==> config.mk <==
export PLATFORM = sky130hd
export DESIGN_NAME = network_arp_cfg_sched_flat
export DESIGN_NICKNAME = d
export VERILOG_FILES = /design/src/rtl/network_arp_cfg_sched_if.sv /design/src/rtl/network_arp_cfg_sched.sv /design/src/flat_wrapper.sv
export SDC_FILE = /design/constraint.sdc
export NUM_CORES = 1
export LEC_CHECK = 0
export ABC_AREA = 0
export CAP_MARGIN = 20
export CORE_AREA = 2 2 146 148
export CTS_CLUSTER_DIAMETER = 50
export DETAILED_ROUTE_END_ITERATION = 10
export DIE_AREA = 0 0 148 150
export PLACE_DENSITY_LB_ADDON = 0.25
export SLEW_MARGIN = 20
export SYNTH_ARGS = -nofsm -noshare
export SYNTH_HDL_FRONTEND = slang
export SYNTH_SLANG_ARGS = --single-unit
export TNS_END_PERCENT = 100
==> constraint.sdc <==
create_clock -name aclk -period 3.4 [get_ports aclk]
set_input_delay 0.68 -clock aclk [delete_from_list [all_inputs] [get_ports aclk]]
set_output_delay 0.68 -clock aclk [all_outputs]
set_load 0.03 [all_outputs]
==> src/rtl/network_arp_cfg_sched_if.sv <==
// network_arp_cfg_sched_if: config, set-IP/MAC and ARP lookup handshake bundle
interface network_arp_cfg_sched_if #(
  parameter int N_REQ = 4,
  parameter int IP_W  = 32,
  parameter int MAC_W = 48
);
  logic                  s_cfg_valid;
  logic                  s_cfg_ready;
  logic [IP_W-1:0]       s_cfg_ip;
  logic [MAC_W-1:0]      s_cfg_mac;
  logic                  m_set_ip_valid;
  logic                  m_set_ip_ready;
  logic [IP_W-1:0]       m_set_ip_data;
  logic                  m_set_mac_valid;
  logic                  m_set_mac_ready;
  logic [MAC_W-1:0]      m_set_mac_data;
  logic [N_REQ-1:0]      s_arp_valid;
  logic [N_REQ-1:0]      s_arp_ready;
  logic [N_REQ*IP_W-1:0] s_arp_data;
  logic                  m_arp_valid;
  logic                  m_arp_ready;
  logic [IP_W-1:0]       m_arp_data;
  modport slave (
    input  s_cfg_valid, s_cfg_ip, s_cfg_mac, m_set_ip_ready, m_set_mac_ready,
           s_arp_valid, s_arp_data, m_arp_ready,
    output s_cfg_ready, m_set_ip_valid, m_set_ip_data, m_set_mac_valid, m_set_mac_data,
           s_arp_ready, m_arp_valid, m_arp_data
  );
  modport master (
    output s_cfg_valid, s_cfg_ip, s_cfg_mac, m_set_ip_ready, m_set_mac_ready,
           s_arp_valid, s_arp_data, m_arp_ready,
    input  s_cfg_ready, m_set_ip_valid, m_set_ip_data, m_set_mac_valid, m_set_mac_data,
           s_arp_ready, m_arp_valid, m_arp_data
  );
endinterface

==> src/rtl/network_arp_cfg_sched.sv <==
// network_arp_cfg_sched: IP/MAC programming sequencer plus round-robin ARP lookup arbiter
module network_arp_cfg_sched #(
  parameter int N_REQ = 4,
  parameter int IP_W  = 32,
  parameter int MAC_W = 48
) (
  input  logic                  aclk,
  input  logic                  aresetn,
  network_arp_cfg_sched_if.slave bus,
  output logic                  configured,
  output logic                  cfg_busy,
  output logic                  cfg_done,
  output logic [31:0]           arp_cnt
);
  localparam int PW = $clog2(N_REQ);
  typedef enum logic [1:0] {IDLE, SET_IP, SET_MAC, DONE} state_t;
  state_t           state_q, state_d;
  logic [IP_W-1:0]  ip_q, arp_data_q;
  logic [MAC_W-1:0] mac_q;
  logic             configured_q, arp_valid_q, cfg_acc, gnt_found, arp_go;
  logic [PW-1:0]    ptr_q, gnt_idx;
  logic [PW:0]      t;
  logic [31:0]      cnt_q;
  // Ready is held low while reset is asserted so every handshake output reads 0 in reset
  assign bus.s_cfg_ready     = aresetn && state_q == IDLE && !arp_valid_q;
  assign cfg_acc             = bus.s_cfg_valid && bus.s_cfg_ready;
  assign bus.m_set_ip_valid  = state_q == SET_IP;
  assign bus.m_set_ip_data   = ip_q;
  assign bus.m_set_mac_valid = state_q == SET_MAC;
  assign bus.m_set_mac_data  = mac_q;
  assign bus.m_arp_valid     = arp_valid_q;
  assign bus.m_arp_data      = arp_data_q;
  assign configured          = configured_q;
  assign cfg_busy            = state_q != IDLE;
  assign cfg_done            = state_q == DONE;
  assign arp_cnt             = cnt_q;
  always_comb begin
    state_d = state_q == IDLE    ? (cfg_acc ? SET_IP : IDLE) :
              state_q == SET_IP  ? (bus.m_set_ip_ready ? SET_MAC : SET_IP) :
              state_q == SET_MAC ? (bus.m_set_mac_ready ? DONE : SET_MAC) : IDLE;
  end
  // Scan from farthest to nearest so the last hit is the first requester after ptr
  always_comb begin
    gnt_found = 1'b0;
    gnt_idx   = '0;
    t         = '0;
    for (int k = N_REQ; k >= 1; k--) begin
      t = {1'b0, ptr_q} + (PW+1)'(k);
      t = t >= (PW+1)'(N_REQ) ? t - (PW+1)'(N_REQ) : t;
      if (bus.s_arp_valid[t[PW-1:0]]) begin
        gnt_found = 1'b1;
        gnt_idx   = t[PW-1:0];
      end
    end
  end
  assign arp_go = state_q == IDLE && configured_q && !cfg_acc && gnt_found &&
                  (!arp_valid_q || bus.m_arp_ready);
  assign bus.s_arp_ready = arp_go ? N_REQ'(1) << gnt_idx : '0;
  always_ff @(posedge aclk or negedge aresetn) begin
    if (!aresetn) begin
      state_q      <= IDLE;
      ip_q         <= '0;
      mac_q        <= '0;
      configured_q <= 1'b0;
      arp_valid_q  <= 1'b0;
      arp_data_q   <= '0;
      ptr_q        <= '0;
      cnt_q        <= '0;
    end else begin
      state_q <= state_d;
      if (cfg_acc) begin
        ip_q  <= bus.s_cfg_ip;
        mac_q <= bus.s_cfg_mac;
      end
      if (state_q == DONE) configured_q <= 1'b1;
      if (arp_go) begin
        arp_valid_q <= 1'b1;
        arp_data_q  <= bus.s_arp_data[gnt_idx*IP_W +: IP_W];
        ptr_q       <= gnt_idx;
      end else if (bus.m_arp_ready) begin
        arp_valid_q <= 1'b0;
      end
      if (arp_valid_q && bus.m_arp_ready) cnt_q <= cnt_q + 32'd1;
    end
  end
endmodule

==> src/flat_wrapper.sv <==
// flat-port wrapper written by rule: the top's interface ports become plain ports
module network_arp_cfg_sched_flat 
#(
  parameter int N_REQ = 4,
  parameter int IP_W  = 32,
  parameter int MAC_W = 48
)
  (aclk, aresetn, configured, cfg_busy, cfg_done, arp_cnt, bus_s_cfg_valid, bus_s_cfg_ip, bus_s_cfg_mac, bus_m_set_ip_ready, bus_m_set_mac_ready, bus_s_arp_valid, bus_s_arp_data, bus_m_arp_ready, bus_s_cfg_ready, bus_m_set_ip_valid, bus_m_set_ip_data, bus_m_set_mac_valid, bus_m_set_mac_data, bus_s_arp_ready, bus_m_arp_valid, bus_m_arp_data);
  network_arp_cfg_sched_if #(.N_REQ(N_REQ), .IP_W(IP_W), .MAC_W(MAC_W)) bus_i ();
  input  logic aclk;
  input  logic aresetn;
  output logic configured;
  output logic cfg_busy;
  output logic cfg_done;
  output logic [31:0] arp_cnt;
  input wire logic [$bits(bus_i.s_cfg_valid)-1:0] bus_s_cfg_valid;
  input wire logic [$bits(bus_i.s_cfg_ip)-1:0] bus_s_cfg_ip;
  input wire logic [$bits(bus_i.s_cfg_mac)-1:0] bus_s_cfg_mac;
  input wire logic [$bits(bus_i.m_set_ip_ready)-1:0] bus_m_set_ip_ready;
  input wire logic [$bits(bus_i.m_set_mac_ready)-1:0] bus_m_set_mac_ready;
  input wire logic [$bits(bus_i.s_arp_valid)-1:0] bus_s_arp_valid;
  input wire logic [$bits(bus_i.s_arp_data)-1:0] bus_s_arp_data;
  input wire logic [$bits(bus_i.m_arp_ready)-1:0] bus_m_arp_ready;
  output wire logic [$bits(bus_i.s_cfg_ready)-1:0] bus_s_cfg_ready;
  output wire logic [$bits(bus_i.m_set_ip_valid)-1:0] bus_m_set_ip_valid;
  output wire logic [$bits(bus_i.m_set_ip_data)-1:0] bus_m_set_ip_data;
  output wire logic [$bits(bus_i.m_set_mac_valid)-1:0] bus_m_set_mac_valid;
  output wire logic [$bits(bus_i.m_set_mac_data)-1:0] bus_m_set_mac_data;
  output wire logic [$bits(bus_i.s_arp_ready)-1:0] bus_s_arp_ready;
  output wire logic [$bits(bus_i.m_arp_valid)-1:0] bus_m_arp_valid;
  output wire logic [$bits(bus_i.m_arp_data)-1:0] bus_m_arp_data;
  assign bus_i.s_cfg_valid = bus_s_cfg_valid;
  assign bus_i.s_cfg_ip = bus_s_cfg_ip;
  assign bus_i.s_cfg_mac = bus_s_cfg_mac;
  assign bus_i.m_set_ip_ready = bus_m_set_ip_ready;
  assign bus_i.m_set_mac_ready = bus_m_set_mac_ready;
  assign bus_i.s_arp_valid = bus_s_arp_valid;
  assign bus_i.s_arp_data = bus_s_arp_data;
  assign bus_i.m_arp_ready = bus_m_arp_ready;
  assign bus_s_cfg_ready = bus_i.s_cfg_ready;
  assign bus_m_set_ip_valid = bus_i.m_set_ip_valid;
  assign bus_m_set_ip_data = bus_i.m_set_ip_data;
  assign bus_m_set_mac_valid = bus_i.m_set_mac_valid;
  assign bus_m_set_mac_data = bus_i.m_set_mac_data;
  assign bus_s_arp_ready = bus_i.s_arp_ready;
  assign bus_m_arp_valid = bus_i.m_arp_valid;
  assign bus_m_arp_data = bus_i.m_arp_data;
  network_arp_cfg_sched #(.N_REQ(N_REQ), .IP_W(IP_W), .MAC_W(MAC_W)) u_core (.aclk(aclk), .aresetn(aresetn), .bus(bus_i), .configured(configured), .cfg_busy(cfg_busy), .cfg_done(cfg_done), .arp_cnt(arp_cnt));
endmodule
==> results of run 1 <==
[repair_timing]
action,4_1_cts,5_1_grt
buffers inserted,0,0
hold buffers,0,0
resized for setup,4,0
endpoints found under the setup margin,3,0
[per-stage QoR]
step | instance area [µm²] | setup slack [ps] | instances
6_report | 11500 | 147 | 1181
5_1_grt | 11500 | 33.4 | 1181
4_1_cts | 11500 | 134 | 1181
3_5_place_dp | 10900 | -112 | 1152
3_3_place_gp | 10900 | -196 | 1152
2_1_floorplan | 6850 | 361 | 517
[synth_stat cells (3+ instances only)]
cell	count	area share, %
nand3_1	9	0.66
nand2b_1	3	0.27
nand4_1	7	0.64
clkbuf_1	4	0.22
xor2_1	10	1.3
and4_1	3	0.38
buf_6	7	1.2
dfrtp_1	150	55
inv_1	5	0.27
and3_1	6	0.55
nor2_1	11	0.60
nand2_1	49	2.7
o221ai_1	27	3.5
xnor2_1	20	2.6
mux2i_1	65	9.5
buf_2	11	0.80
o221ai_2	5	1.1
mux2_2	81	13
buf_4	10	1.1
[cell families (layout without fill, tap and decap cells)]
group / Yosys count / in the layout
flops: 150 / 150
mux: 146 / 146
simple gates: 108 / 108
compound gates: 44 / 44
buf+inv: 37 / 426
xor+xnor: 31 / 31
fa+ha+maj: 1 / 1
[area by class of cell]
cell class	instances	area share [%]
clock buffers	18	3.83
clock inverters	11	1.12
inverters	5	0.164
multi-input cells	330	25.0
flip-flops and latches	150	32.7
well taps	275	3.00
repair buffers	392	34.2
[final timing paths]
| kind | start | to | slack, ps | cells after the start |
|---|---|---|---|---|
| max | bus_s_arp_valid[0] | bus_s_arp_ready[1] | 150 | 7 |
| min | aresetn | u_core.arp_cnt[24] | 480 | 2 |
| max reg2reg | u_core.ptr_q[1] | u_core.bus.m_arp_data[8] | 1060 | 6 |
| min reg2reg | u_core.bus.m_arp_data[10] | u_core.bus.m_arp_data[10] | 490 | 2 |
| max in group asynchronous | aresetn | u_core.ptr_q[0] | 1680 | 3 |
| min in group aclk | u_core.bus.m_arp_data[10] | u_core.bus.m_arp_data[10] | 490 | 2 |
[state kept, by name (all words and copies together) (netlist names)]
name,count
u_core.state_q,2
u_core.arp_cnt,32
u_core.configured,1
u_core.bus.m_set_mac_data,48
u_core.bus.m_arp_valid,1
u_core.bus.m_set_ip_data,32
u_core.bus.m_arp_data,32
u_core.ptr_q,2
[report_power, final]
part	switching, mW	internal (mW)
clock	0.751	1.10
combinational	2.86	2.43
sequential	0.434	2.53
[layer usage]
metal / share of wire [%] / up-vias
met5: 0 / -
met3: 6.3 / 29
met2: 51 / 206
met4: 2.5 / 0
met1: 40 / 2706
li1: - / 2627
==> flow_metrics.env, run 1 <==
export IMPL_grt_busiest_layer="met2"
export IMPL_drt_iter0_drc=146
export IMPL_crit_chain="clkdlybuf4s50_1, buf_4, nand2_1, o211ai_1, buf_4, and3b_1, buf_4"
export IMPL_ys_types=47
export IMPL_wl_per_cell_um=17.7
export IMPL_antenna_found_initial=0
export IMPL_die_w_um=148
export IMPL_skew_ps=10.3
export IMPL_clockBufferDepth=2
export IMPL_regArea_um2=3750
export IMPL_slew_headroom_pct=38.5
export IMPL_dpl_hpwl_um=15800
export IMPL_synthFlopType="dfrtp_1"
export IMPL_slowest_delay_ps=520
export IMPL_final_common_cell="clkdlybuf4s50_1"
export IMPL_vdd_ir_drop_max_uv=497
export IMPL_drive_above_1_share_pct=16.4
export IMPL_grt_pass1_vias=5672
export IMPL_met1_usage_pct=23.1
export IMPL_crit_family="buffers and inverters"
export IMPL_gr_usage_met3_pct=5.12
export IMPL_hold_path_class="primary input to asynchronous set/reset pin"
export IMPL_start_kind="primary input"
export IMPL_worstPathRequired_ps=2720
export IMPL_yosys_area_share_adder_pct=0.183
export IMPL_outcome="finished clean"
export IMPL_synth_simple_area_share_pct=8.63
export IMPL_yosysSeqAreaShare_pct=54.8
export IMPL_grt_usage_pct=18.7
export IMPL_postRouteAntennaNets=0
export IMPL_maxCapViolCount=0
export IMPL_via_per_inst=4.71
export IMPL_die_h_um=150
export IMPL_cp_num_buf_inv=4
export IMPL_fin_hold_ws_ps=478
export IMPL_cp_max_fo=33
export IMPL_fmax_mhz=307
export IMPL_synth_top_family_by_area="multiplexers"
export IMPL_muxShareOfSynthArea_pct=22.8
export IMPL_syn_inst=517
export IMPL_nets=1115
export IMPL_io_pins=373
export IMPL_power_density_nw_per_um2=880
export IMPL_multiInputGateArea_um2=2870
export IMPL_avgSynthCellArea_um2=13.2
export IMPL_drc=0
export IMPL_design_die_area_um2=22200
export IMPL_critical_path_slowest_cell="buf_4"
export IMPL_rsz0062_at_grt="false"
export IMPL_fin_crit_ps=3250
export IMPL_synth_xor_area_share_pct=4.08
export IMPL_synth_seq_cells=150
export IMPL_drtPass1Iterations=4
export IMPL_finalSetupViolations=0
export IMPL_grt_use_met2_pct=31.6
export IMPL_crit_path_end_kind="primary output"
export IMPL_async_flop_share_pct=100
export IMPL_port_buffer_count=372
export IMPL_power_mw=10.1
export IMPL_tightest_slew_ps=922
export IMPL_finalSetupTns_ps=0
export IMPL_htreeDepth=4
export IMPL_arrival_ps=2570
export IMPL_clk_pin_slew_ps=60
export IMPL_grt_overflow_total=0
export IMPL_rows=53
export IMPL_cts_root_buf="clkbuf_16"
export IMPL_critPathKind="primary input to primary output"
export IMPL_finalHoldViolCount=0
export IMPL_grt_pass1_wl_um=32100
export IMPL_postLayoutCoreUtil_pct=55.5
export IMPL_syn_num_nets=736
export IMPL_cts_sinks=150
export IMPL_leakage_nw=4.93
export IMPL_synth_compound_area_share_pct=5.92
export IMPL_synth_edff_count=0
export IMPL_vias=5568
export IMPL_synth_warnings=0
export IMPL_fp_coreArea_um2=20700
export IMPL_gp_congestion=0.811
export IMPL_cpMostUsedCell="buf_4"
export IMPL_cts_made_buffers=17
export IMPL_area_growth_pct=67.6
export IMPL_fillers=1825
export IMPL_grt_max_degree=81
export IMPL_final_cell_mix="clkdlybuf4s50_1, dfrtp_1, mux2_2, mux2i_1, nand2_1"
export IMPL_clkLatencyLatePin_ps=410
export IMPL_cts_tree="done"
export IMPL_slew_viol_final=0
export IMPL_synth_area_um2=6850
export IMPL_num_antenna_cells=0
export IMPL_wl_um=20900
export IMPL_initial_core_util_pct=33.1
export IMPL_fin_crit_sh_pct=95.7
Note: power is estimated with default switching activity, not from simulation.
==> inputs of run 2 (changes only) <==
--- a/config.mk
+++ b/config.mk
@@ -7,10 +7,11 @@
 export LEC_CHECK = 0
 export ABC_AREA = 0
 export CAP_MARGIN = 20
-export CORE_AREA = 2 2 146 148
+export CORE_AREA = 2 2 143 145
 export CTS_CLUSTER_DIAMETER = 50
 export DETAILED_ROUTE_END_ITERATION = 10
-export DIE_AREA = 0 0 148 150
+export DIE_AREA = 0 0 145 147
+export HOLD_SLACK_MARGIN = 0.03
 export PLACE_DENSITY_LB_ADDON = 0.25
 export SLEW_MARGIN = 20
 export SYNTH_ARGS = -nofsm -noshare
==> constraint.sdc (replaced) <==
create_clock -name aclk -period 3.4 [get_ports aclk]
set_input_delay 0.34 -clock aclk [delete_from_list [all_inputs] [get_ports aclk]]
set_output_delay 0.34 -clock aclk [all_outputs]
set_load 0.03 [all_outputs]
==> run 2 against run 1 <==
Sequential share of layout area rose by 0.21 points. Power fell by 0.68%. Register-to-register slack improved by 100 ps. Critical endpoint is now bus_s_arp_ready[0]. Final area fell by 0.63%. Highest routed layer unchanged.
==> flow_metrics.env, run 2 (synthesized netlist as in run 1, its figures left out) <==
export IMPL_dp_cells=1138
export IMPL_vias=5518
export IMPL_port_buffer_count=372
export IMPL_fmax_mhz=331
export IMPL_cts_root_buf="clkbuf_16"
export IMPL_tightest_slew_ps=852
export IMPL_critPathKind="primary input to primary output"
export IMPL_power_switching_mw=4.12
export IMPL_cts_made_buffers=17
export IMPL_layout_cells_non_filler=1171
export IMPL_clk_pin_slew_ps=70
export IMPL_drive_above_1_share_pct=15.6
export IMPL_num_antenna_cells=0
export IMPL_drtPass1Iterations=4
export IMPL_dp_worst_setup_slack_ps=553
export IMPL_vdd_ir_drop_max_uv=463
export IMPL_io_pins=373
export IMPL_fillers=1701
export IMPL_initial_core_util_pct=34.5
export IMPL_ff2ff_setup_slack_ps=1160
export IMPL_grt_overflow_total=0
export IMPL_finalSetupTns_ps=0
export IMPL_final_cell_mix="clkdlybuf4s50_1, dfrtp_1, mux2_2, mux2i_1, nand2_1"
export IMPL_grt_pass1_wl_um=31200
export IMPL_start_kind="primary input"
export IMPL_slowest_delay_ps=700
export IMPL_htreeDepth=4
export IMPL_hold_buffers=1
export IMPL_slew_headroom_pct=43.2
export IMPL_fin_hold_ws_ps=346
export IMPL_drc=0
export IMPL_largest_reg_flops=48
export IMPL_drt_iter0_drc=229
export IMPL_p_int_mw=5.92
export IMPL_outcome="finished clean"
export IMPL_crit_family="buffers and inverters"
export IMPL_seq_power_share_pct=29.6
export IMPL_fp_coreArea_um2=19800
export IMPL_clkLatencyLatePin_ps=430
export IMPL_grt_pass1_vias=5654
export IMPL_area_growth_pct=66.6
export IMPL_crit_path_end_kind="primary output"
export IMPL_crit_chain="dlygate4sd3_1, buf_6, nor4b_2, a21oi_1, o2111ai_4, nor3b_1, clkdlybuf4s50_1"
export IMPL_grt_usage_pct=18.9
export IMPL_grt_max_degree=68
export IMPL_cts_sinks=150
export IMPL_die_w_um=145
export IMPL_clockBufferDepth=2
export IMPL_hold_path_class="primary input to asynchronous set/reset pin"
export IMPL_slew_viol_final=0
export IMPL_rows=52
export IMPL_worstPathRequired_ps=3060
export IMPL_die_h_um=147
export IMPL_leakage_nw=4.87
export IMPL_wl_um=20100
export IMPL_post_cts_resized=0
export IMPL_critical_path_slowest_cell="clkdlybuf4s50_1"
export IMPL_combPwrFrac_pct=52.4
export IMPL_power_density_nw_per_um2=880
export IMPL_dpl_hpwl_um=15300
export IMPL_postRouteAntennaNets=0
export IMPL_antenna_found_initial=0
export IMPL_arrival_ps=2680
export IMPL_power_frac_clock_pct=18.0
export IMPL_design_die_area_um2=21300
export IMPL_fin_ws_ps=383
export IMPL_fin_crit_sh_pct=88.7
export IMPL_cts_setup_buffers=0
export IMPL_cts_tree="done"
export IMPL_final_common_cell="clkdlybuf4s50_1"
export IMPL_via_per_inst=4.71
export IMPL_wl_per_cell_um=17.2
export IMPL_cp_num_buf_inv=3
export IMPL_nets=1107
export IMPL_finalSetupViolations=0
export IMPL_maxCapViolCount=0
export IMPL_skew_ps=12.9
export IMPL_cp_max_fo=32
export IMPL_rsz0062_at_grt="false"
export IMPL_fin_crit_ps=3020
export IMPL_p_sw_share_pct=41.0
export IMPL_gp_congestion=0.774
export IMPL_finalHoldViolCount=0
run 2: layer usage:
layer	up-vias	global-route usage, %	wire length, µm
li1	2629	-	-
met1	2644	22.8	8050
met2	215	32.2	10300
met3	30	5.96	1300
met4	0	6.49	478
met5	-	0	0
run 2: final timing paths:
| check | cells past startpoint | start | end |
|---|---|---|---|
| worst max-delay path | 7 | aresetn | bus_s_arp_ready[0] |
| max in group asynchronous | 3 | aresetn | u_core.bus.m_set_mac_data[32] |
| worst min-delay path | 2 | aresetn | u_core.bus.m_set_ip_data[16] |
| min in group aclk | 2 | u_core.bus.m_arp_data[26] | u_core.bus.m_arp_data[26] |
| worst min register to register | 2 | u_core.bus.m_arp_data[26] | u_core.bus.m_arp_data[26] |
| worst max register to register | 4 | u_core.state_q[0] | u_core.bus.m_set_mac_data[22] |
run 2: area by class of cell:
type	count	area [µm²]	area share, %
clock buffer	18	429	3.76
clock inverter	14	136	1.20
inverter	5	18.8	0.165
multi-input combinational	330	2860	25.1
sequential	150	3750	32.9
tap	270	338	2.96
timing repair buffer	384	3860	33.9
run 2: power by group through the flow:
stage	Sequential (mW)	Clock, mW	Combinational [mW]
after floorplan	4.36	0	1.68
after global placement	2.96	0	5.29
after detailed placement	2.99	0	5.33
after CTS	2.97	1.86	5.34
after global routing	3.06	1.95	5.54
final	2.97	1.81	5.26
run 2: per-stage QoR:
step | area (µm²) | utilization (%) | power, mW
6_report | 11400 | 57.5 | 10.0
5_1_grt | 11400 | 57.5 | 10.6
4_1_cts | 11400 | 57.5 | 10.2
3_5_place_dp | 10800 | 54.6 | 8.31
3_3_place_gp | 10800 | 54.6 | 8.25
2_1_floorplan | 6850 | - | 6.04
==> inputs of run 3 (changes only) <==
--- a/config.mk
+++ b/config.mk
@@ -8,7 +8,6 @@
 export ABC_AREA = 0
 export CAP_MARGIN = 20
 export CORE_AREA = 2 2 143 145
-export CTS_CLUSTER_DIAMETER = 50
 export DETAILED_ROUTE_END_ITERATION = 10
 export DIE_AREA = 0 0 145 147
 export HOLD_SLACK_MARGIN = 0.03
==> results of run 3 <==
No change in the layout: final DEF, timing and power equal those of run 2.
